**config.mk**
```make
export PLATFORM = sky130hd
export DESIGN_NAME = mem_access_ctrl
export DESIGN_NICKNAME = d
export VERILOG_FILES = /design/src/rtl/mem_access_ctrl_pkg.sv /design/src/rtl/mem_access_ctrl_addr_map.sv /design/src/rtl/mem_access_ctrl.sv
export SDC_FILE = /design/constraint.sdc
export NUM_CORES = 1
export LEC_CHECK = 0
export CAP_MARGIN = 20
export CORE_MARGIN = 2
export CORE_UTILIZATION = 42
export DETAILED_ROUTE_END_ITERATION = 6
export PLACE_DENSITY = 0.87
export SYNTH_ARGS = -nofsm -noshare
export SYNTH_HDL_FRONTEND = slang
export SYNTH_SLANG_ARGS = --single-unit
```
**constraint.sdc**
```tcl
create_clock -name clk -period 3.4 [get_ports clk]
set_input_delay 0.85 -clock clk [delete_from_list [all_inputs] [get_ports clk]]
set_output_delay 0.85 -clock clk [all_outputs]
set_load 0.01 [all_outputs]
```
**src/rtl/mem_access_ctrl_pkg.sv**
```systemverilog
// Shared definitions for the MEM-stage data-bus access controller:
// FSM encodings, bus idle constants and the kseg address mask.
package mem_access_ctrl_pkg;

    typedef enum logic [2:0] {
        MAC_IDLE   = 3'd0,
        MAC_ADDR   = 3'd1,
        MAC_DATA   = 3'd2,
        MAC_CANCEL = 3'd3,
        MAC_DONE   = 3'd4
    } mac_state_e;

    localparam logic [3:0]  WrDisable = 4'b0000;
    localparam logic [31:0] ZeroWord  = 32'h0000_0000;
    localparam logic [31:0] KsegMask  = 32'h1FFF_FFFF;

endpackage

```
**src/rtl/mem_access_ctrl_addr_map.sv**
```systemverilog
// Combinational virtual-to-physical translation for unmapped kseg0/kseg1
// windows; shared with the instruction fetch side.
module mem_access_ctrl_addr_map
    import mem_access_ctrl_pkg::*;
#(
    parameter int KSEG_MAP = 1
) (
    input  logic [31:0] vaddr,
    output logic [31:0] paddr
);

    logic kseg_hit_s;

    assign kseg_hit_s = (vaddr[31:30] == 2'b10);

    // Strip the segment bits only for kseg0/kseg1 when mapping is enabled
    always_comb begin
        paddr = vaddr;
        if ((KSEG_MAP != 0) && kseg_hit_s) begin
            paddr = vaddr & KsegMask;
        end else begin
            paddr = vaddr;
        end
    end

endmodule

```
**src/rtl/mem_access_ctrl.sv**
```systemverilog
// Sequences MEM-stage loads/stores onto the req/addr_ok/data_ok data bus,
// stalls the pipeline while an access is outstanding and absorbs flushes.
module mem_access_ctrl
    import mem_access_ctrl_pkg::*;
#(
    parameter int KSEG_MAP = 1,
    parameter int CNT_W    = 32
) (
    input  logic             clk,
    input  logic             rst,
    input  logic             mem_m_en,
    input  logic [3:0]       mem_m_wen,
    input  logic [31:0]      mem_m_vaddr,
    input  logic [31:0]      mem_m_wdata,
    input  logic             mem_excp_valid,
    input  logic             flush,
    input  logic             mem_adv,
    output logic             stall_req,
    output logic [31:0]      m_rdata,
    output logic             d_req,
    output logic             d_wr,
    output logic [3:0]       d_wen,
    output logic [31:0]      d_addr,
    output logic [31:0]      d_wdata,
    input  logic             d_addr_ok,
    input  logic             d_data_ok,
    input  logic [31:0]      d_rdata,
    output logic [CNT_W-1:0] stall_cnt
);

    mac_state_e       state_r, next_state_s;
    logic             go_s;
    logic             stall_req_s;
    logic [31:0]      paddr_s;
    logic             d_req_r, d_req_nxt_s;
    logic             d_wr_r, d_wr_nxt_s;
    logic [3:0]       d_wen_r, d_wen_nxt_s;
    logic [31:0]      d_addr_r, d_addr_nxt_s;
    logic [31:0]      d_wdata_r, d_wdata_nxt_s;
    logic [31:0]      m_rdata_r, m_rdata_nxt_s;
    logic [CNT_W-1:0] stall_cnt_r;

    mem_access_ctrl_addr_map #(
        .KSEG_MAP (KSEG_MAP)
    ) u_addr_map (
        .vaddr (mem_m_vaddr),
        .paddr (paddr_s)
    );

    assign go_s = mem_m_en & ~mem_excp_valid & ~flush;

    // Next-state, next bus-register values and the combinational stall request
    always_comb begin
        next_state_s  = state_r;
        d_req_nxt_s   = d_req_r;
        d_wr_nxt_s    = d_wr_r;
        d_wen_nxt_s   = d_wen_r;
        d_addr_nxt_s  = d_addr_r;
        d_wdata_nxt_s = d_wdata_r;
        m_rdata_nxt_s = m_rdata_r;
        stall_req_s   = 1'b0;
        case (state_r)
            MAC_IDLE: begin
                stall_req_s = go_s;
                if (go_s) begin
                    d_req_nxt_s   = 1'b1;
                    d_wr_nxt_s    = (mem_m_wen != WrDisable);
                    d_wen_nxt_s   = mem_m_wen;
                    d_addr_nxt_s  = paddr_s;
                    d_wdata_nxt_s = mem_m_wdata;
                    next_state_s  = MAC_ADDR;
                end else begin
                    next_state_s  = MAC_IDLE;
                end
            end
            MAC_ADDR: begin
                stall_req_s = 1'b1;
                // A flush here drops a request the bus never accepted
                if (flush) begin
                    d_req_nxt_s  = 1'b0;
                    next_state_s = MAC_IDLE;
                end else if (d_addr_ok) begin
                    d_req_nxt_s  = 1'b0;
                    next_state_s = MAC_DATA;
                end else begin
                    next_state_s = MAC_ADDR;
                end
            end
            MAC_DATA: begin
                stall_req_s = 1'b1;
                if (d_data_ok && flush) begin
                    next_state_s = MAC_IDLE;
                end else if (d_data_ok) begin
                    if (!d_wr_r) begin
                        m_rdata_nxt_s = d_rdata;
                    end else begin
                        m_rdata_nxt_s = m_rdata_r;
                    end
                    next_state_s = MAC_DONE;
                end else if (flush) begin
                    next_state_s = MAC_CANCEL;
                end else begin
                    next_state_s = MAC_DATA;
                end
            end
            MAC_CANCEL: begin
                // Accepted request must drain before the new occupant issues
                stall_req_s = 1'b1;
                if (d_data_ok) begin
                    next_state_s = MAC_IDLE;
                end else begin
                    next_state_s = MAC_CANCEL;
                end
            end
            MAC_DONE: begin
                stall_req_s = 1'b0;
                if (mem_adv || flush) begin
                    next_state_s = MAC_IDLE;
                end else begin
                    next_state_s = MAC_DONE;
                end
            end
            default: begin
                stall_req_s  = 1'b0;
                d_req_nxt_s  = 1'b0;
                next_state_s = MAC_IDLE;
            end
        endcase
    end

    // State and registered bus/read-data outputs
    always_ff @(posedge clk) begin
        if (rst) begin
            state_r   <= MAC_IDLE;
            d_req_r   <= 1'b0;
            d_wr_r    <= 1'b0;
            d_wen_r   <= WrDisable;
            d_addr_r  <= ZeroWord;
            d_wdata_r <= ZeroWord;
            m_rdata_r <= ZeroWord;
        end else begin
            state_r   <= next_state_s;
            d_req_r   <= d_req_nxt_s;
            d_wr_r    <= d_wr_nxt_s;
            d_wen_r   <= d_wen_nxt_s;
            d_addr_r  <= d_addr_nxt_s;
            d_wdata_r <= d_wdata_nxt_s;
            m_rdata_r <= m_rdata_nxt_s;
        end
    end

    // Saturating count of stalled cycles
    always_ff @(posedge clk) begin
        if (rst) begin
            stall_cnt_r <= {CNT_W{1'b0}};
        end else if (stall_req_s && (stall_cnt_r != {CNT_W{1'b1}})) begin
            stall_cnt_r <= stall_cnt_r + {{(CNT_W-1){1'b0}}, 1'b1};
        end else begin
            stall_cnt_r <= stall_cnt_r;
        end
    end

    assign stall_req = stall_req_s;
    assign d_req     = d_req_r;
    assign d_wr      = d_wr_r;
    assign d_wen     = d_wen_r;
    assign d_addr    = d_addr_r;
    assign d_wdata   = d_wdata_r;
    assign m_rdata   = m_rdata_r;
    assign stall_cnt = stall_cnt_r;

endmodule

```
==> run_results.csv <==
group,metric,value,unit
global_routing,grt_start_max_net_pins,103,
logic_synthesis,async_flop_share,0,%
worst_hold_path,worstHoldStart,"d_wen[3]$_SDFFE_PP0P_",
global_routing,grt_pass1_wl,23500,µm
timing,setup-violations-final,0,
timing,fin_crit,3.02,ns
timing,fmaxAchievable,0.331,GHz
final_layout,antenna_cells,0,
logic_synthesis,netlist_instances,672,
worst_setup_path,worstRegToRegCells,6,
cts,h-tree-depth,4,
global_routing,antenna_found_initial,0,
global_routing,track_usage,22.1,%
cts,clock-root-buffer,"clkbuf_16",
worst_hold_path,hold_depth,2,
cts,clk_pin_slew_worst_paths,0.05,ns
job,maxCapViolCount,0,
timing,slew_headroom,29.6,%
die,die_w,117,µm
placement,placement.io_buffers,242,
power_and_ir_drop,p_per_area,436,mW/mm²
final_layout,multi_input_comb_area,0.00241,mm²
worst_setup_path,timing.rr.start,"stall_cnt[0]$_SDFFE_PP0P_",
timing,tns,0,ns
placement,place_congestion,0.818,
routing,viasPerCell,5.09,
die,fp-row-count,41,
die,dieArea,0.0136,mm²
worst_setup_path,startpoint,"mem_excp_valid",
worst_setup_path,cp-end-kind,"flip-flop",
timing,slew_violations,0,
worst_setup_path,crit_type,"input port to flip-flop",
logic_synthesis,synthesis.area,0.00534,mm²
cts,cts_resized,0,
logic_synthesis,synth_edf_count,0,
logic_synthesis,yosys_warnings,0,
final_layout,register_area,0.00274,mm²
cts,cts.sinks,137,
cts,cts_setup_buffers,0,
cts,ctsHoldBuffers,0,
worst_hold_path,min_path_type,"flip-flop to flip-flop",
outcome,status,"finished, final reports clean",
timing,fin_worst_skew,0.0103,ns
timing,fin_crit_sh,88.8,%
routing,drt_pass1_iterations,5,
final_layout,final_area,0.00846,mm²
worst_setup_path,worstPathArrival,3.38,ns
timing,hold_viol_final,0,
routing,ant_nets,0,
logic_synthesis,seq_area_frac_synth,51.4,%
final_layout,area_growth,58.6,%
cts,cts_tree,"built",
timing,rsz0062_at_grt,"false",
final_layout,drive_gt1_share,5.46,%
cts,clk_latency,0.42,ns
worst_setup_path,worstSetupStartpointType,"input port",
final_layout,mostFrequentLayoutCells,"clkdlybuf4s50_1 (240), nand2_1 (216), dfxtp_1 (137)",
power_and_ir_drop,ir_worst_vdd,0.296,mV
power_and_ir_drop,p_total,3.69,mW
global_routing,grt_pass1_vias,4769,
placement,hpwlAfterDp,11000,µm
timing,worst_pin_slew,1.06,ns
global_routing,overflow,0,
routing,vias,5533,
final_layout,fin_nets,1013,
placement,placed_cell_area,0.00792,mm²
logic_synthesis,ys_types,42,
power_and_ir_drop,leakagePower,2.84,nW
final_layout,fill_cells,1034,
logic_synthesis,ys.flop_type,"dfxtp_1",
die,io_pins,243,
cts,numCtsBuffers,17,
die,core-area,0.0125,mm²
routing,drc_errors,0,
logic_synthesis,syn_area_per_cell,7.94,µm²
worst_setup_path,crit_fanout,7,
routing,wl_per_cell,14.7,µm
logic_synthesis,synth_nets,781,
die,die_h,117,µm
die,start_util,42.6,%
worst_setup_path,required,3.76,ns
routing,drtIter0Drc,320,
final_layout,mostFrequentLayoutCell,"clkdlybuf4s50_1",
cts,cts_buffer_depth,2,
routing,routed_wl,15900,µm
logic_synthesis,ys_ff_latch,137,
==> routing by layer <==
| layer | up-vias | GRT usage [%] | wire length, µm |
|---|---|---|---|
| met5 | - | 0 | 0 |
| met4 | 0 | 11.5 | 478 |
| met3 | 37 | 6.64 | 1270 |
| met2 | 235 | 35.8 | 7750 |
| met1 | 2515 | 26.6 | 6430 |
| li1 | 2746 | - | - |
==> path summary, 6_finish.rpt <==
check | endpoint | slack, ns
max | stall_cnt[15]$_SDFFE_PP0P_ | 0.38
min | d_wen[3]$_SDFFE_PP0P_ | 0.45
max reg2reg | stall_cnt[26]$_SDFFE_PP0P_ | 0.82
min reg2reg | d_wen[3]$_SDFFE_PP0P_ | 0.45
==> Yosys cell counts (2+ instances only) <==
library cell	number	area (µm²)
a211oi_1	3	22.5
nand2_1	216	811
clkbuf_1	40	150
and4_1	3	26.3
nor4_1	5	31.3
a21oi_1	121	606
o41ai_1	2	17.5
nand4_1	9	56.3
nor2b_1	6	37.5
xor2_1	7	61.3
or3_1	12	75.1
nor3_1	4	20.0
o211ai_1	3	22.5
inv_1	6	22.5
nand2b_1	2	12.5
or2_2	2	12.5
nand3_1	14	70.1
mux2i_1	2	20.0
o31ai_1	2	15.0
and3_1	2	12.5
xnor2_1	4	35.0
o21ai_0	20	100
nor2_1	24	90.1
nand4b_1	2	17.5
buf_6	2	22.5
dfxtp_1	137	2740
or4_1	7	52.6
==> report_power, final <==
group	switching, mW	internal [mW]
Combinational	0.127	0.188
Sequential	0.0186	1.64
Clock	0.656	1.06
Total	0.802	2.89
==> layout make-up <==
type,count,area share [%]
multi-input combinational,487,28.5
tap,172,2.54
sequential,137,32.4
clock buffer,21,5.20
timing repair buffer,255,29.9
clock inverter,9,1.21
inverter,6,0.266
==> registers in the layout (all words and copies together) (netlist names) <==
name	flops
d_wen	4
d_req	1
state_r	3
d_wdata	32
d_addr	32
stall_cnt	32
m_rdata	32
d_wr	1
==> stage by stage <==
stage                     util, %  setup WS, ns  hold WS, ns  instances
after global placement       63.3        0.0187        0.441       1057
after CTS                    67.6        0.0137        0.453       1087
after floorplan                 -         0.648        0.476        672
final                        67.6         0.381        0.449       1087
after global routing         67.6         0.315        0.463       1087
after detailed placement     63.3       -0.0248        0.446       1057
==> cells by family (layout without fill, tap and decap cells) <==
logic type	Yosys count	in the layout	synth area share, %
adder cells (fa/ha/maj)	1	1	0.234
flip-flops	137	137	51.4
XOR/XNOR	11	11	1.81
AO/OA/AOI/OAI	160	160	16.6
buffers and inverters	48	291	3.66
AND/OR/NAND/NOR	312	312	25.7
multiplexers	3	3	0.586
==> worst max-delay path, cell delays in order <==
cell and delay, ns:
clkdlybuf4s50_1 0.46, or4b_4 0.57, buf_4 0.20, a2111oi_4 0.45, buf_4 0.18, o21ai_2 0.10, or4_1 0.49, nand2_1 0.08
Note: power is estimated with default switching activity, not from simulation.
